`src/rtl/rom_fetch_buffer_pkg.sv`:
```
// Shared types for the boot-ROM fetch front end: FSM states and the buffered fetch entry.
package rom_fetch_pkg;

    localparam int ROM_ADDR_W = 15;
    localparam int WORD_BYTES = 4;

    typedef enum logic [1:0] {
        S_BOOT,
        S_FETCH,
        S_MBIST
    } fetch_state_t;

    typedef struct packed {
        logic [ROM_ADDR_W-1:0] addr;
        logic [31:0]           data;
    } fetch_entry_t;

endpackage

```
`src/rtl/rom_fetch_buffer_if.sv`:
```
// Core-side word stream plus ROM request/response port of the fetch buffer.
interface rom_fetch_buffer_if #(
    parameter int ADDR_W = 15
) ();
    logic              redirect_valid;
    logic [ADDR_W-1:0] redirect_addr;
    logic              ins_valid;
    logic [31:0]       ins_data;
    logic [ADDR_W-1:0] ins_addr;
    logic              ins_ready;
    logic              rom_req;
    logic [ADDR_W-1:0] rom_addr;
    logic [31:0]       rom_rdata;
    logic              rom_ready;
    logic              mbist_busy;
    logic              fetch_idle;

    modport master (
        input  redirect_valid, redirect_addr, ins_ready, rom_rdata, rom_ready, mbist_busy,
        output ins_valid, ins_data, ins_addr, rom_req, rom_addr, fetch_idle
    );

    modport slave (
        output redirect_valid, redirect_addr, ins_ready, rom_rdata, rom_ready, mbist_busy,
        input  ins_valid, ins_data, ins_addr, rom_req, rom_addr, fetch_idle
    );
endinterface

```
`src/rtl/rom_fetch_buffer_fifo.sv`:
```
// Fetch-entry FIFO: head is read straight from registered storage; flush beats push/pop.
// A push into a full FIFO is dropped; the caller's credit check keeps that from happening.
module fetch_fifo
    import rom_fetch_pkg::*;
#(
    parameter int DEPTH = 4
) (
    input  logic                   clk,
    input  logic                   rst,
    input  logic                   push_i,
    input  fetch_entry_t           entry_i,
    input  logic                   pop_i,
    input  logic                   flush_i,
    output logic [$clog2(DEPTH):0] count_o,
    output logic                   empty_o,
    output fetch_entry_t           head_o
);
    localparam int PW = $clog2(DEPTH);
    localparam logic [PW:0] FULL_CNT = (PW+1)'(DEPTH);

    fetch_entry_t    mem_q [DEPTH];
    logic [PW-1:0]   wr_ptr_q;
    logic [PW-1:0]   rd_ptr_q;
    logic [PW:0]     count_q;
    logic            do_push;
    logic            do_pop;

    assign do_push = push_i && (count_q != FULL_CNT);
    assign do_pop  = pop_i && (count_q != '0);

    always_ff @(posedge clk) begin
        if (rst) begin
            for (int i = 0; i < DEPTH; i++) mem_q[i] <= '0;
            wr_ptr_q <= '0;
            rd_ptr_q <= '0;
            count_q  <= '0;
        end else if (flush_i) begin
            wr_ptr_q <= '0;
            rd_ptr_q <= '0;
            count_q  <= '0;
        end else begin
            if (do_push) begin
                mem_q[wr_ptr_q] <= entry_i;
                wr_ptr_q        <= wr_ptr_q + PW'(1);
            end
            if (do_pop) rd_ptr_q <= rd_ptr_q + PW'(1);
            count_q <= count_q + (PW+1)'(do_push) - (PW+1)'(do_pop);
        end
    end

    assign count_o = count_q;
    assign empty_o = (count_q == '0);
    assign head_o  = mem_q[rd_ptr_q];

endmodule

```
`src/rtl/rom_fetch_buffer.sv`:
```
// Sequential boot-ROM fetcher: word reads (1-cycle ROM latency), FIFO to core, redirect flush, MBIST stall.
// Optional request/flush counters are built when ROM_FETCH_STATS_EN is defined.
module rom_fetch_buffer
    import rom_fetch_pkg::*;
#(
    parameter int                DEPTH    = 4,
    parameter int                ADDR_W   = ROM_ADDR_W,
    parameter logic [ADDR_W-1:0] RESET_PC = '0
) (
    input  logic               clk,
    input  logic               rst,
    rom_fetch_buffer_if.master bus
`ifdef ROM_FETCH_STATS_EN
    ,
    output logic [31:0]        fetch_req_cnt,
    output logic [15:0]        fetch_flush_cnt
`endif
);
    localparam int CW = $clog2(DEPTH) + 1;
    localparam logic [CW:0] DEPTH_C = (CW+1)'(DEPTH);

    fetch_state_t      state_q;
    logic [ADDR_W-1:0] pc_q, pc_d;
    logic [ADDR_W-1:0] pend_addr_q, pend_addr_d;
    logic              pending_q, pending_d;
    logic              discard_q, discard_d;

    logic [CW-1:0]     fifo_count;
    logic              fifo_empty;
    fetch_entry_t      fifo_head;
    fetch_entry_t      push_entry;
    logic              credit_ok;
    logic              resp_ok;
    logic              lost;
    logic              fifo_push;
    logic              fifo_pop;

    // Credit counts the word in flight but not a same-cycle pop, so the FIFO can never overflow.
    assign credit_ok   = ({1'b0, fifo_count} + {{CW{1'b0}}, pending_q}) < DEPTH_C;
    assign bus.rom_req = (state_q == S_FETCH) && !bus.mbist_busy && !bus.redirect_valid && credit_ok;
    assign bus.rom_addr = pc_q;

    assign resp_ok    = bus.rom_ready && pending_q && !discard_q;
    // ROM swallowed the response (MBIST took over): rewind and fetch that word again later.
    assign lost       = pending_q && !bus.rom_ready && !discard_q;
    assign fifo_push  = resp_ok && !bus.redirect_valid;
    assign fifo_pop   = !fifo_empty && bus.ins_ready;
    assign push_entry = '{addr: ROM_ADDR_W'(pend_addr_q), data: bus.rom_rdata};

    always_comb begin
        pc_d = pc_q;
        if (bus.redirect_valid)  pc_d = {bus.redirect_addr[ADDR_W-1:2], 2'b00};
        else if (lost)           pc_d = pend_addr_q;
        else if (bus.rom_req)    pc_d = pc_q + ADDR_W'(WORD_BYTES);
        pending_d   = bus.rom_req && !lost;
        pend_addr_d = bus.rom_req ? pc_q : pend_addr_q;
        discard_d   = bus.redirect_valid && pending_q;
    end

    always_ff @(posedge clk) begin
        if (rst) begin
            state_q     <= S_BOOT;
            pc_q        <= RESET_PC;
            pend_addr_q <= RESET_PC;
            pending_q   <= 1'b0;
            discard_q   <= 1'b0;
        end else begin
            pc_q        <= pc_d;
            pend_addr_q <= pend_addr_d;
            pending_q   <= pending_d;
            discard_q   <= discard_d;
            case (state_q)
                S_BOOT:  state_q <= S_FETCH;
                S_FETCH: if (bus.mbist_busy) state_q <= S_MBIST;
                S_MBIST: if (!bus.mbist_busy) state_q <= S_FETCH;
                default: state_q <= S_BOOT;
            endcase
        end
    end

    fetch_fifo #(.DEPTH(DEPTH)) u_fifo (
        .clk     (clk),
        .rst     (rst),
        .push_i  (fifo_push),
        .entry_i (push_entry),
        .pop_i   (fifo_pop),
        .flush_i (bus.redirect_valid),
        .count_o (fifo_count),
        .empty_o (fifo_empty),
        .head_o  (fifo_head)
    );

    assign bus.ins_valid  = !fifo_empty;
    assign bus.ins_data   = fifo_head.data;
    assign bus.ins_addr   = ADDR_W'(fifo_head.addr);
    assign bus.fetch_idle = fifo_empty && !pending_q;

`ifdef ROM_FETCH_STATS_EN
    logic [31:0] req_cnt_q;
    logic [15:0] flush_cnt_q;
    logic [16:0] flush_sum;

    // Words lost to a redirect: everything buffered plus the response landing that cycle.
    assign flush_sum = {1'b0, flush_cnt_q} + 17'(fifo_count) + 17'(resp_ok);

    always_ff @(posedge clk) begin
        if (rst) begin
            req_cnt_q   <= '0;
            flush_cnt_q <= '0;
        end else begin
            if (bus.rom_req && (req_cnt_q != '1)) req_cnt_q <= req_cnt_q + 32'd1;
            if (bus.redirect_valid) flush_cnt_q <= flush_sum[16] ? 16'hFFFF : flush_sum[15:0];
        end
    end

    assign fetch_req_cnt   = req_cnt_q;
    assign fetch_flush_cnt = flush_cnt_q;
`endif

endmodule

```
`src/flat_wrapper.sv`:
```
// flat-port wrapper written by rule: the top's interface ports become plain ports
module rom_fetch_buffer_flat import rom_fetch_pkg::*;
#(
    parameter int                DEPTH    = 4,
    parameter int                ADDR_W   = ROM_ADDR_W,
    parameter logic [ADDR_W-1:0] RESET_PC = '0
)
  (clk, rst, bus_redirect_valid, bus_redirect_addr, bus_ins_ready, bus_rom_rdata, bus_rom_ready, bus_mbist_busy, bus_ins_valid, bus_ins_data, bus_ins_addr, bus_rom_req, bus_rom_addr, bus_fetch_idle);
  rom_fetch_buffer_if #(.ADDR_W(ADDR_W)) bus_i ();
  input  logic clk;
  input  logic rst;
  input wire logic [$bits(bus_i.redirect_valid)-1:0] bus_redirect_valid;
  input wire logic [$bits(bus_i.redirect_addr)-1:0] bus_redirect_addr;
  input wire logic [$bits(bus_i.ins_ready)-1:0] bus_ins_ready;
  input wire logic [$bits(bus_i.rom_rdata)-1:0] bus_rom_rdata;
  input wire logic [$bits(bus_i.rom_ready)-1:0] bus_rom_ready;
  input wire logic [$bits(bus_i.mbist_busy)-1:0] bus_mbist_busy;
  output wire logic [$bits(bus_i.ins_valid)-1:0] bus_ins_valid;
  output wire logic [$bits(bus_i.ins_data)-1:0] bus_ins_data;
  output wire logic [$bits(bus_i.ins_addr)-1:0] bus_ins_addr;
  output wire logic [$bits(bus_i.rom_req)-1:0] bus_rom_req;
  output wire logic [$bits(bus_i.rom_addr)-1:0] bus_rom_addr;
  output wire logic [$bits(bus_i.fetch_idle)-1:0] bus_fetch_idle;
  assign bus_i.redirect_valid = bus_redirect_valid;
  assign bus_i.redirect_addr = bus_redirect_addr;
  assign bus_i.ins_ready = bus_ins_ready;
  assign bus_i.rom_rdata = bus_rom_rdata;
  assign bus_i.rom_ready = bus_rom_ready;
  assign bus_i.mbist_busy = bus_mbist_busy;
  assign bus_ins_valid = bus_i.ins_valid;
  assign bus_ins_data = bus_i.ins_data;
  assign bus_ins_addr = bus_i.ins_addr;
  assign bus_rom_req = bus_i.rom_req;
  assign bus_rom_addr = bus_i.rom_addr;
  assign bus_fetch_idle = bus_i.fetch_idle;
  rom_fetch_buffer #(.DEPTH(DEPTH), .ADDR_W(ADDR_W), .RESET_PC(RESET_PC)) u_core (.clk(clk), .rst(rst), .bus(bus_i));
endmodule
```
`config.mk`:
```
export PLATFORM = sky130hd
export DESIGN_NAME = rom_fetch_buffer_flat
export DESIGN_NICKNAME = d
export VERILOG_FILES = /design/src/rtl/rom_fetch_buffer_pkg.sv /design/src/rtl/rom_fetch_buffer_if.sv /design/src/rtl/rom_fetch_buffer_fifo.sv /design/src/rtl/rom_fetch_buffer.sv /design/src/flat_wrapper.sv
export SDC_FILE = /design/constraint.sdc
export NUM_CORES = 1
export LEC_CHECK = 0
export BUFFER_PORTS_ARGS = -buffer_cell sky130_fd_sc_hd__buf_2
export CAP_MARGIN = 30
export CORE_MARGIN = 3
export CORE_UTILIZATION = 40
export CTS_CLUSTER_DIAMETER = 150
export DETAILED_ROUTE_END_ITERATION = 8
export PLACE_DENSITY = 0.66
export SLEW_MARGIN = 20
export SYNTH_ARGS = -nofsm -noshare
export SYNTH_HDL_FRONTEND = slang
export SYNTH_SLANG_ARGS = --single-unit
```
`constraint.sdc`:
```
create_clock -name clk -period 9.8 [get_ports clk]
set_clock_uncertainty 0.2 [all_clocks]
set_input_delay 1.47 -clock clk [delete_from_list [all_inputs] [get_ports clk]]
set_output_delay 1.47 -clock clk [all_outputs]
set_load 0.1 [all_outputs]
```
**Word level (Yosys, flattened, before mapping)**

Memory sizes are Yosys's and may differ from the RTL's. A register that Yosys moved wholly into a read port is not among the register bits.
Index checks and enable logic that the tools add are counted.

- Register bits: 41
- Bits in latches: 0
- Memory bits (writable): 188
- Bits in read-only memories: 0
- Input port bits: 53
- Output and inout bits: 65
- Logic and storage cells: 68
- Memories kept: 1

- Add/subtract/negate cells: 6
- $mul: 0
- Div/mod/pow operators: 0
- $lt $le $gt $ge: 1
- Eq/ne operators: 5
- Shifts and indexed selects: 0
- Mux-type cells: 17
- Bitwise operators: 0
- Reduce and logical (&&, ||, !) cells: 29

Memory list:

| name | words | bits a word | rd ports | clocked after memory_dff | write ports | line | text |
|---|---|---|---|---|---|---|---|
| u_core.u_fifo.mem_q | 4 | 47 | 1 | 1 | 4 | rom_fetch_buffer_fifo.sv:21 | `fetch_entry_t mem_q [DEPTH];` |

Operator list:

| kind | number |
|---|---|
| $mux W47 | 1 |
| $reduce_or A47 Y1 | 1 |
| $mux W15 | 3 |
| $add A15 B3 Y15 const B | 1 |
| $logic_and A1 B1 Y1 | 14 |
| $mux W2 | 5 |
| $logic_not A1 Y1 | 7 |
| $mux W1 | 7 |
| $pmux W2 S3 | 1 |
| $reduce_bool A3 Y1 | 2 |
| $add A2 B1 Y2 const B | 2 |
| $add A3 B1 Y4 | 1 |
| $lt A4 B3 Y1 const B | 1 |
| $ne A2 B2 Y1 const B | 2 |
| $add A3 B1 Y3 | 1 |
| $logic_not A3 Y1 | 1 |
| $ne A3 B3 Y1 const B | 1 |
| $sub A3 B1 Y3 | 1 |
| $eq A2 B1 Y1 const B | 1 |
| $eq A2 B2 Y1 const B | 1 |
| $logic_not A2 Y1 | 1 |
| $reduce_and A2 Y1 | 1 |
| $reduce_bool A2 Y1 | 1 |
| $reduce_or A2 Y1 | 1 |

**Depth between registers and ports, before layout**

- Depth in word-level cells: 10
- Gate-level depth with buffers: 9
- Mapped depth without buffers: 9

**By module**

A second synthesis with hierarchy kept.

- Cell total of the unflattened synthesis: 704
- Area, all modules: 10267.3 sq um

Modules (own cells, without submodules):

| module | times used | cells each | area an instance (sq um) |
|---|---|---|---|
| fetch_fifo | 1 | 506 | 8562.0 |
| rom_fetch_buffer | 1 | 198 | 1705.4 |

**Least setup slack after synthesis**

OpenSTA, ideal clock, no wires.

- Path type: input to register
- Start point: input bus_redirect_valid
- End point: memory u_core.u_fifo.mem_q[1][0] (netlist bit) (enable)
- Library setup time: 0.461 ns
- Data arrival time: 4.175 ns
- Path slack: 4.963 ns
- Stages: 4
- Path through: nand4bb_1 a21oi_2 nand2_1 o21bai_1

RTL lines:

| what | line | text |
|---|---|---|
| start, declared | flat_wrapper.sv:12 | `input wire logic [$bits(bus_i.redirect_valid)-1:0] bus_redirect_valid;` |
| end, declared | rom_fetch_buffer_fifo.sv:21 |  |

==> results.py <==
metrics = {
    "routing": {
        "drt-initial-drc-count": 325,
        "drtPass1Iterations": 5,
        "ant_nets": 0,
        "num_vias": 5844,
        "wirelength_mm": 21.6,
        "drc_errors": 0,
        "wl_per_cell_um": 18.7,
        "via_per_inst": 5.07,
    },
    "pwr": {
        "pwr-share-clk_pct": 39.4,
        "switching_share_pct": 24.4,
        "p_seq_share_pct": 52.4,
        "p_per_area_nw_per_um2": 179,
        "comb_power_share_pct": 8.1,
        "p_leak_nw": 4.51,
        "switchingPower_mw": 0.513,
        "vdd_drop_max_v": 0.000123,
        "internal_power_mw": 1.59,
    },
    "logic_synthesis": {
        "synth.most_common_cell": "and2_1",
        "yosysTopAreaCellShare_pct": 55.6,
        "synthesis.instances": 706,
        "synth-edff-count": 188,
        "synth-main-ff-cell": "edfxtp_1",
        "ys_top_cells_by_count": "and2_1, edfxtp_1, nor2_1",
        "ys_types": 52,
        "syn_avg_cell_area_um2": 14.4,
        "yosys.area.top_type": "edfxtp_1",
        "syn_area_um2": 10200,
        "synth-seq-cells": 231,
        "yosysSeqAreaShare_pct": 64.0,
        "synth_nets": 764,
        "async_flop_share_pct": 0,
        "yosysWarnings": 0,
        "yosys-top-cells-area": "edfxtp_1, and2_1, mux4_2",
    },
    "placement": {
        "finalWeightedCongestion": 0.747,
        "dp.final_hpwl_mm": 12.0,
        "dp_slack_ns": 4.13,
        "port_buffers": 115,
    },
    "timing": {
        "rsz0062_at_grt": "false",
        "maxSlewViolCount": 0,
        "relSlewSlack_pct": 34.0,
        "period_share_pct": 51.6,
        "hold_viol_final": 0,
        "finalCriticalPeriod_ns": 5.06,
        "fin_ws_ns": 4.74,
        "fmax_mhz": 198,
        "worstMarginPinSlew_ns": 0.986,
        "tns_ns": 0,
        "finalSetupViolCount": 0,
    },
    "floorplanning": {
        "core_um2": 24600,
        "rows": 57,
        "initial_core_util_pct": 41.3,
        "die_h_um": 165,
        "die_w_um": 165,
        "io_pins": 118,
        "die_area_um2": 27300,
    },
    "global_routing": {
        "antenna_found_initial": 1,
        "grt_util_met2_pct": 26.5,
        "grt_use_met1_pct": 22.3,
        "overflow": 0,
        "grt_use_total_pct": 15.9,
        "grt_max_degree": 50,
        "grt_first_pass_wirelength_mm": 33.8,
        "grt_pass1_vias": 5988,
        "grt_use_met3_pct": 2.20,
        "top_usage_layer": "met2",
    },
    "run": {
        "cap_violations": 0,
    },
    "layout": {
        "final_util_pct": 47.9,
        "num-fill-cells": 2159,
        "syn2layout_area_growth_pct": 16.0,
        "drive_gt1_share_pct": 26.8,
        "antenna_cells": 0,
        "nets": 871,
    },
    "clock_tree": {
        "clk_latency_ns": 0.50,
        "htree_levels": 1,
        "cts.sinks": 231,
        "clkTransAtPathRegs_ns": 0.06,
        "cts_resized": 0,
        "numCtsBuffers": 25,
        "clk_path_buf_depth": 3,
        "cts_setup_buffers": 0,
        "clockRootBuffer": "clkbuf_16",
        "hold_buffers": 0,
        "cts_tree": "yes",
    },
    "critical_path": {
        "critPathKind": "in -> reg",
        "cp_max_fo": 49,
        "start_kind": "input pin",
        "critPathArrivalTime_ns": 5.02,
        "crit_path_cell_trace": "buf_2 -> nand4bb_1 -> a21oi_2 -> and2b_1 -> buf_4 -> and3b_2 -> or2_2 -> buf_4",
        "required_ns": 9.76,
        "worst_path_max_delay_cell": "and3b_2",
        "end_kind": "flip-flop",
        "crit_path_frequent_cell": "buf_4",
        "cpPeakStageDelay_ns": 0.91,
    },
    "status": {
        "status": "complete, no violations",
    },
    "worst_hold_path": {
        "hold_path_class": "reg -> reg",
    },
}
power by group through the flow:
stage	clock network, mW	registers (mW)	logic (mW)
4_1_cts	0.848	1.10	0.173
3_5_place_dp	0	1.13	0.173
5_1_grt	0.885	1.11	0.181
3_3_place_gp	0	1.12	0.173
2_1_floorplan	0	1.15	0.105
6_report	0.831	1.10	0.171
cell usage in the layout, fill, tap and decap left out, types with 4 or more instances in the layout:
cell,n
a211oi_1,8
a21oi_1,13
and2_1,189
buf_2,115
buf_4,8
clkbuf_1,5
clkbuf_16,25
clkinv_1,4
clkinv_2,7
dfxtp_1,41
edfxtp_1,188
ha_1,4
inv_1,9
mux2i_1,16
mux4_2,47
nand2_1,20
nand3_1,5
nor2_1,48
nor3_1,4
o21ai_0,9
xnor2_1,8
xor2_1,5
routing by layer:
metal,wire [um],up-vias,part of all wire (%)
li1,-,2778,-
met1,9580,2879,44
met2,10400,157,48
met3,1160,28,5.4
met4,381,2,1.8
met5,13,-,0.060
worst paths after layout:
check,cells past startpoint,endpoint,slack (ns),startpoint
max,8,u_core.u_fifo.mem_q[2][22],4.74,bus_redirect_valid
min reg2reg,2,flip-flop,0.29,flip-flop
max reg2reg,7,u_core.u_fifo.mem_q[2][22],5.74,u_core.pending_q
min,2,flip-flop,0.29,flip-flop
final cells by class:
type | count | area, um^2 | area share (%)
Tap cell | 324 | 405 | 3.44
Inverter | 9 | 33.8 | 0.287
Clock inverter | 13 | 63.8 | 0.542
Multi-Input combinational cell | 421 | 3440 | 29.2
Sequential cell | 231 | 6510 | 55.3
Timing Repair Buffer | 125 | 683 | 5.80
Clock buffer | 30 | 644 | 5.47
logic make-up (layout without fill, tap and decap cells):
group	after synthesis	after routing	synth area share, %
simple gates	292	292	16.7
flops	231	231	64.0
mux	63	63	12.0
buf+inv	54	177	2.29
compound gates	47	47	3.08
xor+xnor	13	13	1.12
fa+ha+maj	6	6	0.788
sequential cells by signal (all words and copies together), names as in the netlist, named ones only:
name,flops
u_core.u_fifo.rd_ptr_q,2
u_core.u_fifo.mem_q,188
u_core.bus.rom_addr,13
u_core.pend_addr_q,15
u_core.state_q,2
u_core.u_fifo.count_o,3
u_core.pending_q,1
u_core.u_fifo.wr_ptr_q,2
u_core.discard_q,1
critical path, delay by kind of cell:
kind            cells  cell delay, ns
compound gates      1            0.22
simple gates        4            2.08
buf+inv             3            1.22
stage by stage:
step,hold WS (ns),total power [mW],instance area (um^2),cells
final,0.290,2.11,11800,1153
after global routing,0.318,2.17,11800,1153
after CTS,0.291,2.13,11800,1152
after detailed placement,0.281,1.30,11000,1109
after global placement,0.284,1.30,11000,1108
after floorplan,0.259,1.25,10200,706
Power figures use the tool's default switching activity.
